`src/rtl/gray_codec_pipe_if.sv`:
```
// gray_codec_pipe_if: valid/ready stream bundle for the Gray/binary converter
interface gray_codec_pipe_if #(
    parameter int WIDTH = 8,
    parameter int ERR_W = 8
);
    logic             in_valid;
    logic             in_ready;
    logic [WIDTH-1:0] in_data;
    logic             in_mode;
    logic             out_valid;
    logic             out_ready;
    logic [WIDTH-1:0] out_data;
    logic             out_mode;
    logic             out_step_err;
    logic [ERR_W-1:0] err_count;

    modport master (
        output in_valid, in_data, in_mode, out_ready,
        input  in_ready, out_valid, out_data, out_mode, out_step_err, err_count
    );

    modport slave (
        input  in_valid, in_data, in_mode, out_ready,
        output in_ready, out_valid, out_data, out_mode, out_step_err, err_count
    );
endinterface

```
`src/rtl/gray_codec_pipe.sv`:
```
// gray_codec_pipe: two-stage Gray<->binary converter with Gray single-step checking
module gray_codec_pipe #(
    parameter int WIDTH = 8,
    parameter int ERR_W = 8
) (
    input  logic              clk,
    input  logic              rst,
    gray_codec_pipe_if.slave  bus
);
    logic             s1_v, s2_v;
    logic [WIDTH-1:0] s1_data, s2_data;
    logic             s1_mode, s2_mode;
    logic             s1_err, s2_err;
    logic [WIDTH-1:0] prev_gray;
    logic             have_prev;
    logic [ERR_W-1:0] err_count;
    logic [WIDTH-1:0] diff, g2b, conv;
    logic             step_err, s1_load, s2_load;

    assign s2_load  = s1_v && (!s2_v || bus.out_ready);
    assign bus.in_ready = !rst && (!s1_v || s2_load);
    assign s1_load  = bus.in_valid && bus.in_ready;
    assign diff     = bus.in_data ^ prev_gray;
    assign step_err = !bus.in_mode && have_prev && |(diff & (diff - WIDTH'(1)));

    // Gray to binary: each binary bit is the parity of the Gray bits at and above it
    always_comb begin
        g2b = '0;
        for (int i = 0; i < WIDTH; i++) g2b[i] = ^(s1_data >> i);
        conv = s1_mode ? (s1_data ^ (s1_data >> 1)) : g2b;
    end

    // pipeline stages, step-check history and saturating error counter
    always_ff @(posedge clk) begin
        if (rst) begin
            s1_v      <= 1'b0;
            s2_v      <= 1'b0;
            s1_data   <= '0;
            s1_mode   <= 1'b0;
            s1_err    <= 1'b0;
            s2_data   <= '0;
            s2_mode   <= 1'b0;
            s2_err    <= 1'b0;
            prev_gray <= '0;
            have_prev <= 1'b0;
            err_count <= '0;
        end else begin
            s1_v <= s1_load || (s1_v && !s2_load);
            s2_v <= s2_load || (s2_v && !bus.out_ready);
            if (s1_load) begin
                s1_data   <= bus.in_data;
                s1_mode   <= bus.in_mode;
                s1_err    <= step_err;
                have_prev <= !bus.in_mode;
                if (!bus.in_mode) prev_gray <= bus.in_data;
            end
            if (s2_load) begin
                s2_data <= conv;
                s2_mode <= s1_mode;
                s2_err  <= s1_err;
                if (s1_err && err_count != '1) err_count <= err_count + ERR_W'(1);
            end
        end
    end

    assign bus.out_valid    = s2_v;
    assign bus.out_data     = s2_data;
    assign bus.out_mode     = s2_mode;
    assign bus.out_step_err = s2_err;
    assign bus.err_count    = err_count;
endmodule

```
`src/flat_wrapper.sv`:
```
// flat-port wrapper written by rule: the top's interface ports become plain ports
module gray_codec_pipe_flat 
#(
    parameter int WIDTH = 8,
    parameter int ERR_W = 8
)
  (clk, rst, bus_in_valid, bus_in_data, bus_in_mode, bus_out_ready, bus_in_ready, bus_out_valid, bus_out_data, bus_out_mode, bus_out_step_err, bus_err_count);
  gray_codec_pipe_if #(.WIDTH(WIDTH), .ERR_W(ERR_W)) bus_i ();
  input  logic clk;
  input  logic rst;
  input wire logic [$bits(bus_i.in_valid)-1:0] bus_in_valid;
  input wire logic [$bits(bus_i.in_data)-1:0] bus_in_data;
  input wire logic [$bits(bus_i.in_mode)-1:0] bus_in_mode;
  input wire logic [$bits(bus_i.out_ready)-1:0] bus_out_ready;
  output wire logic [$bits(bus_i.in_ready)-1:0] bus_in_ready;
  output wire logic [$bits(bus_i.out_valid)-1:0] bus_out_valid;
  output wire logic [$bits(bus_i.out_data)-1:0] bus_out_data;
  output wire logic [$bits(bus_i.out_mode)-1:0] bus_out_mode;
  output wire logic [$bits(bus_i.out_step_err)-1:0] bus_out_step_err;
  output wire logic [$bits(bus_i.err_count)-1:0] bus_err_count;
  assign bus_i.in_valid = bus_in_valid;
  assign bus_i.in_data = bus_in_data;
  assign bus_i.in_mode = bus_in_mode;
  assign bus_i.out_ready = bus_out_ready;
  assign bus_in_ready = bus_i.in_ready;
  assign bus_out_valid = bus_i.out_valid;
  assign bus_out_data = bus_i.out_data;
  assign bus_out_mode = bus_i.out_mode;
  assign bus_out_step_err = bus_i.out_step_err;
  assign bus_err_count = bus_i.err_count;
  gray_codec_pipe #(.WIDTH(WIDTH), .ERR_W(ERR_W)) u_core (.clk(clk), .rst(rst), .bus(bus_i));
endmodule
```
`config.mk`:
```
export PLATFORM = sky130hd
export DESIGN_NAME = gray_codec_pipe_flat
export DESIGN_NICKNAME = d
export VERILOG_FILES = /design/src/rtl/gray_codec_pipe_if.sv /design/src/rtl/gray_codec_pipe.sv /design/src/flat_wrapper.sv
export SDC_FILE = /design/constraint.sdc
export NUM_CORES = 1
export LEC_CHECK = 0
export CAP_MARGIN = 40
export CORE_ASPECT_RATIO = 1.1
export CORE_MARGIN = 4
export CORE_UTILIZATION = 65
export CTS_BUF_LIST = sky130_fd_sc_hd__clkbuf_8
export DETAILED_ROUTE_END_ITERATION = 10
export DONT_BUFFER_PORTS = 1
export PLACE_DENSITY_LB_ADDON = 0.2
export SYNTH_ARGS = -nofsm -noshare
export SYNTH_HDL_FRONTEND = slang
export SYNTH_SLANG_ARGS = --single-unit
```
`constraint.sdc`:
```
create_clock -name clk -period 2 [get_ports clk]
set_input_delay 0.3 -clock clk [delete_from_list [all_inputs] [get_ports clk]]
set_output_delay 0.3 -clock clk [all_outputs]
set_load 0.005 [all_outputs]
```
### After elaboration in Yosys (flattened, before gate mapping)

Index checks and enable logic that the tools add are counted.
W data, S select, Z words.

* memory bits (writable): 0
* memories kept: 0
* word-level logic and storage cells: 48
* register bits after elaboration: 39
* bits in read-only memories: 0
* output and inout bits: 20
* input port bits: 13
* latch bits: 0

* divide/modulo/power cells: 0
* order comparisons: 0
* reduce and logical (&&, ||, !) cells: 29
* bitwise operators: 4
* mux-type cells: 1
* add/sub/neg operators: 2
* equal/unequal tests: 1
* multipliers: 0
* shift-type cells: 0

Operators with widths (count)
* $reduce_xor A8 Y1: 8
* $add A8 B1 Y8 const B: 1
* $and A8 B8 Y8: 1
* $logic_and A1 B1 Y1: 8
* $mux W8: 1
* $ne A8 B8 Y1 const B: 1
* $reduce_or A8 Y1: 1
* $sub A8 B1 Y8 const B: 1
* $xor A8 B7 Y8: 1
* $xor A8 B8 Y8: 1
* $logic_not A1 Y1: 6
* $logic_or A1 B1 Y1: 4
* $reduce_and A2 Y1: 2
* $not A1 Y1: 1

### Logic depth before layout (Yosys ltp)

* word-level depth: 7
* gate-level depth with buffers: 6
* mapped depth without buffers: 5

### Least setup slack after synthesis

No wires, ideal clock.

* kind: register -> register
* start: register u_core.s1_data[5]
* end: register u_core.s2_data[1], in the netlist u_core.bus.out_data[1]
* cell stages (with the launch flop): 6
* data arrival time: 1.595 ns
* buffers on the path: 0
* data required time: 1.878 ns
* period minus slack after synthesis: 1.717 ns
* setup time: 0.122 ns
* setup slack: 0.283 ns
* cells stage by stage: dfxtp_1 xnor3_2 xor2_2 mux2i_1 nor4b_1 a221o_1

* longest elaborated chain between the ends: 2

RTL lines
* from (decl): RTL line gray_codec_pipe.sv:11 `logic [WIDTH-1:0] s1_data, s2_data;`
* from (signal assigned): RTL line gray_codec_pipe.sv:51 `s1_data <= bus.in_data;`
* $reduce_xor A8 Y1: RTL line gray_codec_pipe.sv:29 `for (int i = 0; i < WIDTH; i++) g2b[i] = ^(s1_data >> i);`
* $mux W8: RTL line gray_codec_pipe.sv:30 `conv = s1_mode ? (s1_data ^ (s1_data >> 1)) : g2b;`
* to (signal assigned): RTL line gray_codec_pipe.sv:58 `s2_data <= conv;`
* to (decl): RTL line gray_codec_pipe.sv:11

No other way between the ends.
A chain may end at the register's enable or synchronous reset.

### Worst setup path in the final report

Ends and elaborated chain as after synthesis.

==> results.ini <==
[outcome]
outcome=finished clean

[sta]
fin_skew_ns=0.002439
max_slew_margin=0.6322
fin_hold_ws_ns=0.07644
hold_viol_final=0
setup_tns_ns=0
finalSetupViolCount=0
finalCriticalPeriod_ns=1.861
fmax_mhz=537.5
rsz0062_at_grt=no
period_share=0.9303
slew_viol_final=0
worst_pin_slew_ns=0.5378

[cells_and_area]
finalNetCount=232
drive_gt1_frac=0.07339
n_antenna_cell=0
final_util=0.7123
final_cell_mix=nand2_1, dfxtp_1, nor2_1, a21oi_1
area_growth_pct=6.022
layout_commonest_cell=nand2_1
nFillCells=228

[yosys]
synth_edf_count=0
netlist_area_mm2=0.001849
ys_types=46
synth_area_leader_cell=dfxtp_1
synth_fp_nets=231
ys_seq_area_frac=0.4222
synth-seq-cells=39
ys.warnings.count=0
yosysTopAreaCellShare=0.4222
syn_inst=217
avgSynthCellArea_um2=8.522
synth_area_leaders=dfxtp_1, nand2_1, xnor2_1
synthArstFlopShare=0
ys.flop_type=dfxtp_1

[place]
gp_congestion=0.8137
hpwl_um=2594
numPortBuffers=0

[drt]
dr.max_layer_used=met4
wl_per_cell_um=14.54
first_pass_iters=4
vias=1457
drt_iter0_markers=84
wl_met1_um=1468
ant_nets=0
wl_met2_um=1901
wirelength_um=3650
dr_wl_met3_um=235
via_per_inst=5.805
drc=0

[clocking]
cts_tree=done
clk_pin_slew_ns=0.07
cts-buffers-inserted=5
htreeDepth=2
postCtsResizedCells=0
clockBufferDepth=2
post_cts_hold_buffer_count=0
cts.sink_count=39
clockRootBuffer=clkbuf_8
post_cts_buffers=0
worstSkewPairLatency_ns=0.29

[worst_hold_path]
hold_path_class=primary input to register
hold-path-cell-count=1

[critical_path]
crit_path_end_kind=register
required_ns=2.18
max_stage_delay_ns=0.48
path_cells=xnor3_2, xor2_2, mux2i_1, nor4b_1, a221o_1
ff2ff_path_depth=5
worstSetupPathType=register to register
start_kind=register
critPathArrivalTime_ns=2.04
slowest_stage=xnor3_2
worstPathMaxFanout=4

[pwr]
p_comb_frac=0.121
p_leak_nw=0.7648
ir_worst_vdd_uv=642.6
switching_power_mw=0.3897
power.density_mw_per_mm2=798.6
p_sw_frac=0.2489
p_seq_frac=0.541
clockPowerShare=0.338
power.internal_mw=1.176

[grt]
grt_remaining_overflow=0
grt_max_degree=49
first_global_vias=1402
grt_antenna_before_repair=0
grt_pass1_wl_um=6023
grt_usage=0.2082

[die]
initial_core_util=0.6718
io_pins=33
rows=20
fp.coreArea_mm2=0.002753
dieWidth_um=58.86
fp.dieArea_mm2=0.003763
die_h_um=63.94

[job]
maxCapViolCount=0

[worst max-delay path: cells and delay by family, from the launching register on]
kind | cells | cell delay (ns)
compound gates | 1 | 0.25
xor+xnor | 2 | 0.74
flops | 1 | 0.40
mux | 1 | 0.28
simple gates | 1 | 0.08
[cells by family (layout without fill, tap and decap cells)]
| logic type | Yosys count | after routing | synth area share |
|---|---|---|---|
| flip-flops | 39 | 39 | 0.4222 |
| buffers and inverters | 14 | 15 | 0.02977 |
| adder cells (fa/ha/maj) | 2 | 2 | 0.01218 |
| multiplexers | 5 | 5 | 0.02706 |
| AO/OA/AOI/OAI | 32 | 32 | 0.1083 |
| XOR/XNOR | 24 | 24 | 0.1258 |
| AND/OR/NAND/NOR | 101 | 101 | 0.2747 |
[path summary, 6_finish.rpt]
| kind | startpoint | endpoint | slack (ns) |
|---|---|---|---|
| max | u_core.s1_data[5] | u_core.bus.out_data[1] | 0.14 |
| min | rst | u_core.bus.out_valid | 0.08 |
| max reg2reg | u_core.s1_data[5] | u_core.bus.out_data[1] | 0.14 |
| min reg2reg | u_core.prev_gray[4] | u_core.prev_gray[4] | 0.47 |
[metal layers]
metal	vias up	GRT usage
li1	741	-
met1	676	0.2316
met2	34	0.3564
met3	6	0.07475
met4	0	0.07649
met5	-	0
[stage by stage]
stage	setup WS, ns	std cells	area [µm²]	power (mW)
floorplan	0.2831	217	1849	1.029
detailed placement	0.1195	244	1873	1.053
finish	0.1394	251	1961	1.566
global placement	0.2310	244	1873	1.044
global route	0.05738	251	1961	1.640
CTS	0.1236	251	1961	1.578
[cells in the mapped netlist (all sizes together), types with 3 or more instances]
cell	count
mux2i	5
inv	6
xor2	12
nor2	24
nor3	4
xnor2	11
buf	3
nand2	41
nand3	4
nand3b	11
a21oi	19
dfxtp	39
clkbuf	5
nor4	3
[flip-flops by register name (all words and copies together) (netlist names), 8 cells and up]
name,flops
u_core.prev_gray,8
u_core.bus.err_count,8
u_core.s1_data,8
u_core.bus.out_data,8
[power groups by stage]
stage | logic [mW] | clock network (mW) | registers [mW]
after floorplan | 0.172 | 0 | 0.858
after global placement | 0.181 | 0 | 0.863
after detailed placement | 0.187 | 0 | 0.866
after CTS | 0.190 | 0.540 | 0.848
after global routing | 0.211 | 0.578 | 0.852
final | 0.190 | 0.529 | 0.847
[cell type report]
class | count | area (µm²) | share of cell area
Clock inverter | 1 | 5.005 | 0.002553
Clock buffer | 6 | 82.58 | 0.04212
Timing Repair Buffer | 2 | 15.01 | 0.007658
Tap cell | 33 | 41.29 | 0.02106
Multi-Input combinational cell | 164 | 1013 | 0.5169
Inverter | 6 | 22.52 | 0.01149
Sequential cell | 39 | 780.7 | 0.3982
Power figures use the tool's default switching activity.
